[src/rtl/credit_pkg.sv]
// Shared types and helpers for the credit link (transmitter and receiver side).
package credit_pkg;

  typedef enum logic [1:0] {S_INIT, S_RUN, S_ERR} credit_state_t;

  function automatic int credit_cnt_w(int credits);
    return $clog2(credits + 1);
  endfunction

endpackage

[src/rtl/credit_counter.sv]
// Saturating up/down credit counter; loads CREDITS on reset, flags an attempted overflow.
module credit_counter
  import credit_pkg::*;
#(
  parameter int CREDITS = 8,
  parameter int CNT_W   = credit_cnt_w(CREDITS)
) (
  input  logic             clk,
  input  logic             reset_p,
  input  logic             en,
  input  logic             dec,
  input  logic             inc,
  output logic [CNT_W-1:0] cnt,
  output logic             ovf
);

  localparam logic [CNT_W-1:0] CNT_MAX = CNT_W'(CREDITS);

  // Overflow is reported in the same cycle so the owner can react on this edge.
  assign ovf = en & inc & ~dec & (cnt == CNT_MAX);

  always_ff @(posedge clk or posedge reset_p) begin
    if (reset_p) begin
      cnt <= CNT_MAX;
    end else if (en) begin
      if (inc && !dec && cnt != CNT_MAX)
        cnt <= cnt + 1'b1;
      else if (dec && !inc && cnt != '0)
        cnt <= cnt - 1'b1;
    end
  end

endmodule

[src/rtl/credit_tx.sv]
// Credit-based transmitter: forwards source words to a remote FIFO only while credits remain.
//   state  | meaning
//   S_INIT | wait INIT_CYCLES after reset so the receiver finishes its reset
//   S_RUN  | accept and forward words, track credits
//   S_ERR  | credit returned beyond CREDITS; frozen until reset
module credit_tx
  import credit_pkg::*;
#(
  parameter  int WIDTH       = 8,
  parameter  int CREDITS     = 8,
  parameter  int INIT_CYCLES = 2,
  localparam int CNT_W       = credit_cnt_w(CREDITS)
) (
  input  logic             clk,
  input  logic             reset_p,
  input  logic [WIDTH-1:0] s_data,
  input  logic             s_valid,
  output logic             s_ready,
  output logic [WIDTH-1:0] tx_data,
  output logic             tx_we,
  input  logic             credit_i,
  output logic [CNT_W-1:0] credit_cnt,
  output logic             credit_err,
  output logic             idle
);

  localparam int INIT_W = (INIT_CYCLES > 1) ? $clog2(INIT_CYCLES) : 1;
  localparam logic [INIT_W-1:0] INIT_LAST = (INIT_CYCLES > 1) ? INIT_W'(INIT_CYCLES - 1) : '0;

  credit_state_t     state;
  logic [INIT_W-1:0] init_cnt;
  logic              acc;
  logic              ovf;

  assign s_ready = (state == S_RUN) && (credit_cnt != '0);
  assign acc     = s_valid & s_ready;
  assign idle    = (credit_cnt == CNT_W'(CREDITS)) && !tx_we;

  // Credits only move in S_RUN; returns in S_INIT/S_ERR are dropped.
  credit_counter #(
    .CREDITS (CREDITS),
    .CNT_W   (CNT_W)
  ) u_counter (
    .clk     (clk),
    .reset_p (reset_p),
    .en      (state == S_RUN),
    .dec     (acc),
    .inc     (credit_i),
    .cnt     (credit_cnt),
    .ovf     (ovf)
  );

  always_ff @(posedge clk or posedge reset_p) begin
    if (reset_p) begin
      state      <= S_INIT;
      init_cnt   <= '0;
      tx_we      <= 1'b0;
      tx_data    <= '0;
      credit_err <= 1'b0;
    end else begin
      tx_we <= acc;
      if (acc)
        tx_data <= s_data;
      case (state)
        S_INIT: begin
          if (init_cnt == INIT_LAST)
            state <= S_RUN;
          else
            init_cnt <= init_cnt + 1'b1;
        end
        S_RUN: begin
          if (ovf) begin
            state      <= S_ERR;
            credit_err <= 1'b1;
          end
        end
        S_ERR:   state <= S_ERR;
        default: state <= S_INIT;
      endcase
    end
  end

endmodule

[config.mk]
export PLATFORM = sky130hd
export DESIGN_NAME = credit_tx
export DESIGN_NICKNAME = d
export VERILOG_FILES = /design/src/rtl/credit_pkg.sv /design/src/rtl/credit_counter.sv /design/src/rtl/credit_tx.sv
export SDC_FILE = /design/constraint.sdc
export NUM_CORES = 1
export LEC_CHECK = 0
export CAP_MARGIN = 10
export CORE_MARGIN = 5
export CORE_UTILIZATION = 46
export CTS_BUF_LIST = sky130_fd_sc_hd__clkbuf_2 sky130_fd_sc_hd__clkbuf_4 sky130_fd_sc_hd__clkbuf_8
export DETAILED_ROUTE_END_ITERATION = 8
export PLACE_DENSITY = 0.79
export SETUP_SLACK_MARGIN = 0.4
export SLEW_MARGIN = 25
export SYNTH_ARGS = -nofsm -noshare
export SYNTH_HDL_FRONTEND = slang
export SYNTH_SLANG_ARGS = --single-unit
[constraint.sdc]
create_clock -name clk -period 2.68 [get_ports clk]
set_input_delay 0.804 -clock clk [delete_from_list [all_inputs] [get_ports clk]]
set_output_delay 0.804 -clock clk [all_outputs]
set_load 0.02 [all_outputs]
---- After elaboration in Yosys (flattened, before gate mapping) ----
Index checks and enable logic that the tools add are counted.
word-level totals
  register bits ........................... 17
  bits of input ports ..................... 12
  logic and storage cells ................. 41
  output and inout port bits .............. 16
operators by class
  bitwise gates (word level) .............. 5
  equal/unequal tests ..................... 6
  reduce and logical (&&, ||, !) cells .... 15
  multiplexer cells ....................... 6
  $add $sub $neg .......................... 3
operators by type and width
  cell                   number
  $mux W4                2
  $logic_and A1 B1 Y1    6
  $pmux W2 S3            1
  $reduce_and A2 Y1      3
  $add A4 B1 Y4 const B  1
  $and A1 B1 Y1          4
  $eq A4 B4 Y1 const B   1
  $mux W2                2
  $ne A2 B2 Y1 const B   2
  $ne A4 B4 Y1 const B   1
  $reduce_bool A4 Y1     1
  $sub A4 B1 Y4 const B  1
  $logic_not A1 Y1       3
  $eq A2 B1 Y1 const B   1
  $eq A2 B2 Y1 const B   1
  $logic_not A2 Y1       1
  $reduce_bool A2 Y1     1
  $add A1 B1 Y1 const B  1
  $mux W1                1
  $not A1 Y1             1

---- Depth between registers and ports, before layout ----
  depth after elaboration ................. 8
  gate-level depth with buffers ........... 10
  gate-level depth less buffers ........... 10

---- Cells and area by module ----
Synthesis repeated with hierarchy kept, for this count alone.
unflattened totals
  cell total of the unflattened synthesis .. 74
  area total of the unflattened synthesis .. 880.8 µm²
modules (own cells, without submodules)
  module          times used  area each (µm²)  cells an instance  sequential area each (µm²)
  credit_tx       1           566.8            40                 325.3
  credit_counter  1           314.1            34                 101.3

---- Least setup slack after synthesis ----
Ideal clock, no wire load.
  path type ............................... flip-flop to flip-flop
  from .................................... reg u_counter.cnt[2]
  to ...................................... reg u_counter.cnt[3]
  period minus slack after synthesis ...... 2.481 ns
  setup time .............................. 0.075 ns
  required time ........................... 2.605 ns
  path slack .............................. 0.199 ns
  path buffers ............................ 0
  arrival time ............................ 2.405 ns
  stages on the path, launching flop included .. 9
  path through ............................ dfrtp_1 > o41a_1 > a211oi_2 > inv_1 > ha_1 > nand3_1 > and2_1 > a22oi_1 > xnor2_1
between the ends
  cells in the longest elaborated chain, start to end .. 8
  elaborated cells between the ends (all ways) .. 15
  classes of those cells .................. add/sub (2); eq/ne (1); mux (2); bitwise (1); reduce/logical (9)
ends and longest elaborated chain
  what                              line                  text
  from (decl)                       credit_counter.sv:13  output logic [CNT_W-1:0] cnt,
  from (signal assigned)            credit_counter.sv:27  cnt <= cnt + 1'b1;
  from (signal assigned)            credit_counter.sv:29  cnt <= cnt - 1'b1;
  $reduce_bool A4 Y1 *              credit_tx.sv:35       assign s_ready = (state == S_RUN) && (credit_cnt != '0);
  $logic_and A1 B1 Y1 *             credit_tx.sv:35
  net s_ready                       credit_tx.sv:18       output logic s_ready,
  $and A1 B1 Y1 *                   credit_tx.sv:36       assign acc = s_valid & s_ready;
  $logic_not A1 Y1                  credit_counter.sv:26  if (inc && !dec && cnt != CNT_MAX)
  $logic_and A1 B1 Y1 (2 in a row)  credit_counter.sv:26
  $reduce_bool A2 Y1 (no line)      --
  $reduce_and A2 Y1 (no line)       --
The timed path passes the listed nets; every way through them passes the cells marked *. The select of a mux whose other input is x is not followed.
A chain may end at the register's enable or synchronous reset.

---- Worst setup path in the final report ----
  from .................................... reg u_counter.cnt[0]
  to ...................................... out s_ready
between the ends
  cells in the longest elaborated chain, start to end .. 2
ends and longest elaborated chain
  what                 line
  $reduce_bool A4 Y1   credit_tx.sv:35
  $logic_and A1 B1 Y1  credit_tx.sv:35
  to (decl)            credit_tx.sv:18
Every way passes these cells.

==> results.yml <==
worst_setup_path:
  criticalPathCategory: "register to output pin"
  crit_required_ns: 1.88
  reg2reg_slack_ns: 0.40
  crit_fanout: 3
  crit_path_end_kind: "output pin"
  startpoint_type: "register"
  worstPathArrival_ns: 1.48
timing:
  slew_headroom_pct: 57.9
  worst_pin_slew_ns: 0.630
  drv_slew: 0
  setup_viol: 0
  period_share_pct: 85.2
  rsz0062_at_grt: "true"
  fmax_mhz: 438
  fin_tns_setup_ns: 0
  clock_skew_ns: 0.00608
  hold_viol: 0
  min_period_ns: 2.28
floorplan:
  dieArea_um2: 2750
  core.rowCount: 15
  die_h_um: 52.4
  initial_core_util_pct: 47.9
  ios: 28
  core_um2: 1730
  die_w_um: 52.4
clocking:
  clk_path_buf_depth: 2
  clockRootBuffer: "clkbuf_4"
  clock_latency_ns: 0.30
  clkSlewWorstSetupHoldPaths_ns: 0.10
  cts_tree: "done"
  cts.sinks: 17
  htreeDepth: 1
  cts_made_buffers: 3
  ctsHoldBuffers: 0
final_layout:
  fin_nets: 132
  utilization_pct: 79.7
  areaGrowthSynthToFinish_pct: 66.4
  post_route_cells_drive_above_1_share_pct: 46.0
  diodes: 0
  fin_cells: 138
  fin_area_um2: 1380
power:
  power.leakage_nw: 0.625
  p_total_w: 0.00173
  power_density_nw_per_um2: 1260
  peakVddDrop_mv: 0.844
global_routing:
  grt_max_degree: 18
  overflow: 0
  grt_pass1_vias: 699
  antenna_found_initial: 0
  grt_util_all_layers_pct: 16.4
  grt_pass1_wl_mm: 3.13
synth:
  yosysTopAreaCell: "dfrtp_1"
  yosys-top-cells-count: "16 x dfrtp_1, 10 x mux2_2, 9 x inv_1, 5 x ha_1, 3 x a21oi_1"
  ys_types: 24
  yosysWarnings: 0
  postSynthAreaPerCell_um2: 12.7
  synth_edf_count: 0
  synth_seq_cells: 17
  yosysMostFrequentCell: "dfrtp_1"
  async_flop_share_pct: 100
  syn_area_um2: 827
  syn_nets: 83
  syn_inst: 65
  ys_seq_area_share_pct: 51.6
  ys_dominant_reg_cell: "dfrtp_1"
  synthTopCellsByArea: "dfrtp_1 48%, mux2_2 14%, ha_1 7.6%, inv_1 4.1%, dfstp_2 3.2%"
  synth.top_cell.area_share_pct: 48.4
route:
  vias: 679
  via_per_inst: 4.92
  ant_nets: 0
  wire_per_inst_um: 15.1
  wirelength_mm: 2.08
  drt_pass1_iterations: 2
  dr.first_iter.drc_count: 1
  drc_errors: 0
placement:
  hpwl_mm: 1.31
  dp.cells: 119
  gp_congestion: 0.793
  placed_area_um2: 1160
  io_buffer_count: 27
run:
  maxCapViolCount: 0
run_status:
  status: "finished, final reports clean"
hold_path:
  hold_path.class: "register to register"
[critical path: stages (launching register included)]
cell and delay, ns:
dfrtp_2 0.44, o41a_1 0.44, buf_4 0.15, buf_2 0.15
[cells by family after synthesis]
| group | Yosys count | synth area share, % |
|---|---|---|
| adders and majority gates | 6 | 9.98 |
| AOI/OAI and AO/OA | 9 | 8.93 |
| muxes | 12 | 16.3 |
| buffers and inverters | 9 | 4.08 |
| DFF | 17 | 51.6 |
| xor gates and xnor gates | 3 | 3.18 |
| and+or+nand+nor | 9 | 5.90 |
[layout make-up]
cell class | count | area (µm²)
fillers | 106 | 350
repair buffers | 44 | 403
flip-flops and latches | 17 | 430
clock inverters | 1 | 5.00
well taps | 25 | 31.3
inverters | 9 | 33.8
clock buffers | 3 | 22.5
multi-input cells | 39 | 450
[power breakdown]
| group | internal, W | switching (W) |
|---|---|---|
| Sequential | 0.000387 | 0.0000849 |
| Combinational | 0.000621 | 0.000500 |
| Clock | 0.0000557 | 0.0000843 |
[metal layers]
layer / global-route usage, % / wire (µm) / vias up
li1: - / - / 322
met5: 0 / 0 / -
met4: 13.6 / 49 / 0
met1: 18.7 / 821 / 335
met2: 25.2 / 1120 / 18
met3: 4.27 / 85 / 4
[state kept, by name, indices dropped and copies added, names as in the netlist]
signal and count:
credit_err 1, init_cnt 1, state 2, tx_data 8
tx_we 1, u_counter.cnt 4
[final timing paths]
path,startpoint,depth (start not counted),to
min,credit_err$_DFFE_PP0P_,1,credit_err$_DFFE_PP0P_
min in group asynchronous,reset_p,2,tx_we$_DFF_PP0_
max,u_counter.cnt[0]$_DFFE_PP0P_,3,s_ready
max reg2reg,u_counter.cnt[0]$_DFFE_PP0P_,9,u_counter.cnt[3]$_DFFE_PP1P_
min reg2reg,credit_err$_DFFE_PP0P_,1,credit_err$_DFFE_PP0P_
max in group asynchronous,reset_p,2,u_counter.cnt[1]$_DFFE_PP0P_
[metrics by stage]
step	hold slack, ns	setup WS (ns)
5_1_grt	0.514	0.304
3_5_place_dp	0.456	0.0519
4_1_cts	0.489	0.370
3_3_place_gp	0.453	0.112
2_1_floorplan	0.440	0.336
6_report	0.486	0.397
[cell usage in the layout, fill, tap and decap left out, types with 2 or more instances in the layout]
cell,instances
a21oi_1,2
buf_2,2
buf_4,15
clkbuf_4,3
clkdlybuf4s50_1,24
dfrtp_1,13
dfrtp_2,3
ha_1,2
ha_4,3
inv_1,8
mux2_2,10
mux2_4,2
nand2_1,2
xnor2_1,2
[timing repair]
action / in CTS / in global routing
endpoints found under the setup margin: 5 / 6
resized for setup: 8 / 15
buffers inserted: 5 / 10
pin swaps: 0 / 6
(Power assumes the default switching activity.)
